--- src/rtl/jtag_1149_d10_pkg.sv ---
// Shared types and constants for the JTAG 1149 D10 master transmit scheduler.
// Holds the FSM state encoding, field widths and default timing limits.
package jtag_1149_d10_pkg;

   localparam int unsigned BYTE_W        = 8;
   localparam int unsigned WORD_W        = 16;
   localparam int unsigned TIMEOUT_DEF   = 1024;
   localparam int unsigned MAX_RETRY_DEF = 3;

   typedef enum logic [1:0] {
      StIdle     = 2'd0,
      StIssue    = 2'd1,
      StWaitDone = 2'd2
   } state_e;

   // Width helper that never returns zero, so single-entry counters stay legal.
   function automatic int unsigned clog2_min1(input int unsigned v);
      return (v > 1) ? $clog2(v) : 1;
   endfunction

endpackage

--- src/rtl/jtag_1149_d10_rr_arb.sv ---
// Round-robin arbiter: one-hot grant starting after the last granted requester.
// The pointer advances only when en is high and some request is present.
module jtag_1149_d10_rr_arb
   import jtag_1149_d10_pkg::*;
#(
   parameter int unsigned NUM_REQ = 3
) (
   input  logic               clk,
   input  logic               rst,
   input  logic [NUM_REQ-1:0] req,
   input  logic               en,
   output logic [NUM_REQ-1:0] gnt
);

   localparam int unsigned PtrW = clog2_min1(NUM_REQ);

   logic [PtrW-1:0]    ptr_q, ptr_d;
   logic [NUM_REQ-1:0] req_hi;
   logic [NUM_REQ-1:0] req_src;
   int                 win_idx;

   // Requests at or above the pointer win first; otherwise wrap to the lowest.
   always_comb begin
      req_hi = '0;
      for (int i = 0; i < int'(NUM_REQ); i++) begin
         req_hi[i] = req[i] && (i >= int'(ptr_q));
      end
      req_src = (|req_hi) ? req_hi : req;
   end

   always_comb begin
      gnt     = '0;
      win_idx = 0;
      for (int i = int'(NUM_REQ) - 1; i >= 0; i--) begin
         if (req_src[i]) begin
            gnt     = '0;
            gnt[i]  = 1'b1;
            win_idx = i;
         end
      end
   end

   always_comb begin
      ptr_d = ptr_q;
      if (en && (|req)) begin
         ptr_d = (win_idx == int'(NUM_REQ) - 1) ? '0 : PtrW'(win_idx + 1);
      end
   end

   always_ff @(posedge clk) begin
      if (rst) begin
         ptr_q <= '0;
      end else begin
         ptr_q <= ptr_d;
      end
   end

endmodule

--- src/rtl/jtag_1149_d10_mstr_tx_sched.sv ---
// Master transmit scheduler: grants compliance or packet requests, launches them
// to the Tx controller, and tracks completion, retries and timeout.
module jtag_1149_d10_mstr_tx_sched
   import jtag_1149_d10_pkg::*;
#(
   parameter int unsigned NUM_REQ   = 3,
   parameter int unsigned TIMEOUT   = TIMEOUT_DEF,
   parameter int unsigned MAX_RETRY = MAX_RETRY_DEF
) (
   input  logic                      clk,
   input  logic                      rst,
   input  logic                      cc_req,
   output logic                      cc_ack,
   input  logic [NUM_REQ-1:0]        pkt_req,
   input  logic [NUM_REQ*BYTE_W-1:0] pkt_type,
   input  logic [NUM_REQ*WORD_W-1:0] pkt_tid,
   input  logic [NUM_REQ*WORD_W-1:0] pkt_val,
   output logic [NUM_REQ-1:0]        pkt_ack,
   input  logic                      suspend_xmission,
   input  logic                      instr_retry,
   input  logic                      pkt_txm_done,
   input  logic                      comp_char_done,
   output logic                      send_pkt_vld,
   output logic                      send_comp_char,
   output logic [BYTE_W-1:0]         send_pkt_type,
   output logic [WORD_W-1:0]         send_target_id,
   output logic [WORD_W-1:0]         send_reset_value,
   output logic                      busy,
   output logic                      timeout_err,
   output logic                      retry_exhausted
);

   localparam int unsigned CntW = clog2_min1(TIMEOUT);
   localparam int unsigned RetW = clog2_min1(MAX_RETRY + 1);

   state_e              state_q, state_d;
   logic                cc_q, cc_d;
   logic [NUM_REQ-1:0]  gnt_q, gnt_d;
   logic [CntW-1:0]     wait_cnt_q, wait_cnt_d;
   logic [RetW-1:0]     retry_cnt_q, retry_cnt_d;
   logic [BYTE_W-1:0]   type_q, type_d;
   logic [WORD_W-1:0]   tid_q, tid_d;
   logic [WORD_W-1:0]   val_q, val_d;

   logic                idle, in_wait, grant_en;
   logic                grant_cc, grant_pkt;
   logic [NUM_REQ-1:0]  arb_gnt;
   logic [BYTE_W-1:0]   sel_type;
   logic [WORD_W-1:0]   sel_tid, sel_val;
   logic                done_hit, retry_hit, retry_ok, tmo_hit, finish;

   assign idle      = (state_q == StIdle);
   assign in_wait   = (state_q == StWaitDone);
   assign grant_en  = idle && !suspend_xmission && !cc_req;
   assign grant_cc  = idle && !suspend_xmission && cc_req;
   assign grant_pkt = grant_en && (|pkt_req);

   jtag_1149_d10_rr_arb #(
      .NUM_REQ(NUM_REQ)
   ) u_rr_arb (
      .clk(clk),
      .rst(rst),
      .req(pkt_req),
      .en (grant_en),
      .gnt(arb_gnt)
   );

   always_comb begin
      sel_type = '0;
      sel_tid  = '0;
      sel_val  = '0;
      for (int i = 0; i < int'(NUM_REQ); i++) begin
         if (arb_gnt[i]) begin
            sel_type = pkt_type[i*BYTE_W +: BYTE_W];
            sel_tid  = pkt_tid[i*WORD_W +: WORD_W];
            sel_val  = pkt_val[i*WORD_W +: WORD_W];
         end
      end
   end

   // Completion events; only the done matching the grant type counts, retry beats done.
   assign done_hit  = in_wait && (cc_q ? comp_char_done : pkt_txm_done);
   assign retry_hit = in_wait && !cc_q && instr_retry;
   assign retry_ok  = (retry_cnt_q < RetW'(MAX_RETRY));
   assign tmo_hit   = in_wait && (wait_cnt_q == CntW'(TIMEOUT - 1));
   assign finish    = retry_hit ? !retry_ok : (done_hit || tmo_hit);

   always_ff @(posedge clk) begin
      if (rst) begin
         state_q     <= StIdle;
         cc_q        <= 1'b0;
         gnt_q       <= '0;
         wait_cnt_q  <= '0;
         retry_cnt_q <= '0;
         type_q      <= '0;
         tid_q       <= '0;
         val_q       <= '0;
      end else begin
         state_q     <= state_d;
         cc_q        <= cc_d;
         gnt_q       <= gnt_d;
         wait_cnt_q  <= wait_cnt_d;
         retry_cnt_q <= retry_cnt_d;
         type_q      <= type_d;
         tid_q       <= tid_d;
         val_q       <= val_d;
      end
   end

   always_comb begin
      state_d = state_q;
      unique case (state_q)
         StIdle:     if (grant_cc || grant_pkt) state_d = StIssue;
         StIssue:    state_d = StWaitDone;
         StWaitDone: begin
            if (retry_hit && retry_ok) begin
               state_d = StIssue;
            end else if (finish) begin
               state_d = StIdle;
            end
         end
         default:    state_d = StIdle;
      endcase
   end

   always_comb begin
      cc_d        = cc_q;
      gnt_d       = gnt_q;
      wait_cnt_d  = wait_cnt_q;
      retry_cnt_d = retry_cnt_q;
      type_d      = type_q;
      tid_d       = tid_q;
      val_d       = val_q;
      if (grant_cc) begin
         cc_d        = 1'b1;
         gnt_d       = '0;
         retry_cnt_d = '0;
      end else if (grant_pkt) begin
         cc_d        = 1'b0;
         gnt_d       = arb_gnt;
         retry_cnt_d = '0;
         type_d      = sel_type;
         tid_d       = sel_tid;
         val_d       = sel_val;
      end
      if (state_q == StIssue) begin
         wait_cnt_d = '0;
      end else if (in_wait) begin
         wait_cnt_d = wait_cnt_q + 1'b1;
         if (retry_hit && retry_ok) begin
            retry_cnt_d = retry_cnt_q + 1'b1;
         end
      end
   end

   always_comb begin
      send_pkt_vld     = (state_q == StIssue) && !cc_q;
      send_comp_char   = (state_q == StIssue) && cc_q;
      busy             = !idle;
      cc_ack           = finish && cc_q;
      pkt_ack          = (finish && !cc_q) ? gnt_q : '0;
      timeout_err      = tmo_hit && !done_hit && !retry_hit;
      retry_exhausted  = retry_hit && !retry_ok;
      send_pkt_type    = type_q;
      send_target_id   = tid_q;
      send_reset_value = val_q;
   end

endmodule

--- config.mk ---
export PLATFORM = sky130hd
export DESIGN_NAME = jtag_1149_d10_mstr_tx_sched
export DESIGN_NICKNAME = d
export VERILOG_FILES = /design/src/rtl/jtag_1149_d10_pkg.sv /design/src/rtl/jtag_1149_d10_rr_arb.sv /design/src/rtl/jtag_1149_d10_mstr_tx_sched.sv
export SDC_FILE = /design/constraint.sdc
export NUM_CORES = 1
export LEC_CHECK = 0
export ABC_CLOCK_PERIOD_IN_PS = 5700
export CAP_MARGIN = 20
export CORE_MARGIN = 3
export CORE_UTILIZATION = 29
export CTS_CLUSTER_DIAMETER = 60
export DETAILED_ROUTE_END_ITERATION = 16
export PLACE_DENSITY = 0.69
export SYNTH_ARGS = -nofsm -noshare
export SYNTH_HDL_FRONTEND = slang
export SYNTH_SLANG_ARGS = --single-unit
export TNS_END_PERCENT = 50
--- constraint.sdc ---
create_clock -name clk -period 5.7 [get_ports clk]
set_clock_uncertainty 0.05 [all_clocks]
set_input_delay 0.855 -clock clk [delete_from_list [all_inputs] [get_ports clk]]
set_output_delay 0.855 -clock clk [all_outputs]
set_load 0.02 [all_outputs]
==> impl_metrics.ini <==
[status]
outcome = finished clean

[worst_setup_path]
worst-setup-path-type = reg -> out
critical_path.max_fanout = 5
worst_setup_path_end_kind = primary output
data_required_critical_path_ns = 4.80
worstSetupStartpointType = register
critical_path_arrival_ns = 2.83

[synthesis]
syn-instance-count = 312
cell_type_contributing_the_most_total_cell_area_after_synthesis = dfxtp_1
post_synth_most_frequent_cells = dfxtp_1 (60), and2_1 (36), a221o_1 (35), a22o_1 (35)
netlist-cell-type-count = 40
syn_area_mm2 = 0.002957
yosys.cell_count.top_type = dfxtp_1
netlist_top_cells_area = dfxtp_1 (41%), a221o_1 (12%), a22o_1 (10%), and2_1 (7.6%), clkbuf_1 (2.5%)
synth.yosys.seq_area_share_pct = 40.63
syn-mean-instance-area_um2 = 9.476
post_syn_nets = 444
ys.warnings.count = 0
yosys_most_used_dff = dfxtp_1
synthArstFlopShare_pct = 0
post-synth-top-area-fraction_pct = 40.63
synth-seq-cells = 60
synth_enable_flop_cells = 0

[layout]
layout-drive-gt1-share_pct = 5.797
synthToLayoutAreaGrowth_pct = 70.25
layout.area.seq_mm2 = 0.001201
multi_input_area_mm2 = 0.001630
final_net_count = 611
fin_area_mm2 = 0.005034
filler_cell_count = 881
num_antenna_cells = 0

[drt]
drt_first_pass_iters = 4
vias_per_cell = 5.120
antenna_nets_post_route = 0
remaining_drc_errors = 0
routed_wirelength_um = 10160
wire_per_inst_um = 16.50
first_iter_violations = 148
routed-via-count = 3154

[global_routing]
grt_remaining_overflow = 0
wire_length_of_the_first_global_routing_pass_um = 15580
number_of_antenna_violations_at_the_first_check_in_global_routing = 0
pin_count_of_the_biggest_net_entering_global_routing = 43
overall_track_demand_over_capacity_in_global_routing_pct = 17.26
via_count_of_the_first_global_routing_pass = 3107

[flow_run]
drv.max_cap_violation_count = 0

[pwr]
power.leakage_uw = 0.001836
power_per_cell_area_mw_per_mm2 = 228.2
total_power_uw = 1149
irDropWorstVdd_uv = 113.5

[sta]
fmaxAchievable_mhz = 268.1
final-max-slew-violation-count = 0
slew-limit-headroom_pct = 37.11
finalHoldViolCount = 0
setup_viol = 0
rsz_0062_raised_after_global_routing = false
finalWorstPathRequiredPeriod_ns = 3.731
total_neg_setup_slack_ns = 0
worst_slew_pin_slew_ns = 0.9434
timing.final.crit_share_pct = 65.45
whs_ns = 0.4256

[die]
fp.dieW_um = 107.0
start_util_pct = 29.97
design.portCount = 179
rows = 36
die-height_um = 107.0
die-area_mm2 = 0.01144
floorplan.core_area_mm2 = 0.009864

[hold_path]
hold_class = reg -> reg

[clocking]
clock_tree_root = clkbuf_8
clk-insertion-delay-late_ns = 0.34
cts_hold_buffers = 0
tritoncts = done
clockBufferDepth = 2
cts_repair_resize_count = 0
cts.clk_slew.worst_paths_ns = 0.07
clkSinkCount = 60
cts-htree-levels = 3
number_of_buffers_created_by_cts = 9
post_cts.repair.setup_buffers = 0

[placed_design]
post_dp_cell_area_mm2 = 0.004810
routabilityCongestion = 0.7477
count_of_input_and_output_buffers = 178
dp_hpwl_um = 7241
[placed cells by master, fill, tap and decap left out, types with 4 or more instances in the layout]
cell type / instances
a21oi_1: 12
nor2_1: 20
nand2_1: 14
a221o_1: 35
nor3_1: 10
nor2b_1: 4
and2_1: 36
a22o_1: 35
nand3_1: 4
inv_1: 4
nand2b_1: 4
clkdlybuf4s50_1: 178
xnor2_1: 5
clkbuf_8: 11
dfxtp_1: 60
a222oi_1: 4
a211oi_1: 5
[layout make-up]
class	instances	share of cell area [%]
inverter	4	0.2983
tap	133	3.306
clock inverter	4	1.442
timing repair buffer	180	35.69
clock buffer	11	3.008
multi-input combinational	224	32.39
sequential	60	23.86
[flip-flops by register name (all words and copies together) (netlist names)]
signal            cells
cc_q                  1
u_rr_arb.ptr_q        2
send_target_id       16
send_pkt_type         8
wait_cnt_q           10
gnt_q                 3
state_q               2
send_reset_value     16
retry_cnt_q           2
[layer usage]
layer	part of all wire, %	up-vias	global-route usage (%)
li1	-	1528	-
met1	41	1490	21.03
met2	48	121	28.78
met3	8.7	15	5.599
met4	1.6	0	5.662
met5	0	-	0
[logic make-up after synthesis]
group / share of synthesized area (%)
simple gates: 22.26
xor+xnor: 2.370
fa+ha+maj: 0.8462
buf+inv: 4.443
compound gates: 29.45
flops: 40.63
[critical path: stages (launching register included)]
cell and delay [ns]:
dfxtp_1 0.40, ha_1 0.20, nand3b_1 0.15, or4_1 0.55, nor2b_1 0.23, nor4b_2 0.28, clkdlybuf4s50_1 0.66
[through the flow]
step / cells / setup WS, ns / utilization, %
2_1_floorplan: 312 / 2.925 / -
3_3_place_gp: 601 / 2.018 / 48.76
3_5_place_dp: 601 / 2.022 / 48.76
4_1_cts: 616 / 1.940 / 51.03
5_1_grt: 616 / 1.758 / 51.03
6_report: 616 / 1.969 / 51.03
[power breakdown]
part / internal [uW] / switching [uW]
clock network: 267 / 170
registers: 440 / 14.0
logic: 153 / 104
total: 860 / 289
[path summary, 6_finish.rpt]
check | start | end | slack (ns) | depth (start not counted)
worst max register to register | state_q[0]$_SDFFE_PP0P_ | send_pkt_type[0]$_SDFFE_PP0P_ | 2.98 | 5
worst min-delay path | gnt_q[1]$_SDFFE_PP0P_ | gnt_q[1]$_SDFFE_PP0P_ | 0.43 | 2
worst min register to register | gnt_q[1]$_SDFFE_PP0P_ | gnt_q[1]$_SDFFE_PP0P_ | 0.43 | 2
worst max-delay path | wait_cnt_q[0]$_SDFFE_PP0N_ | pkt_ack[2] | 1.97 | 6
Note: power is estimated with default switching activity, not from simulation.
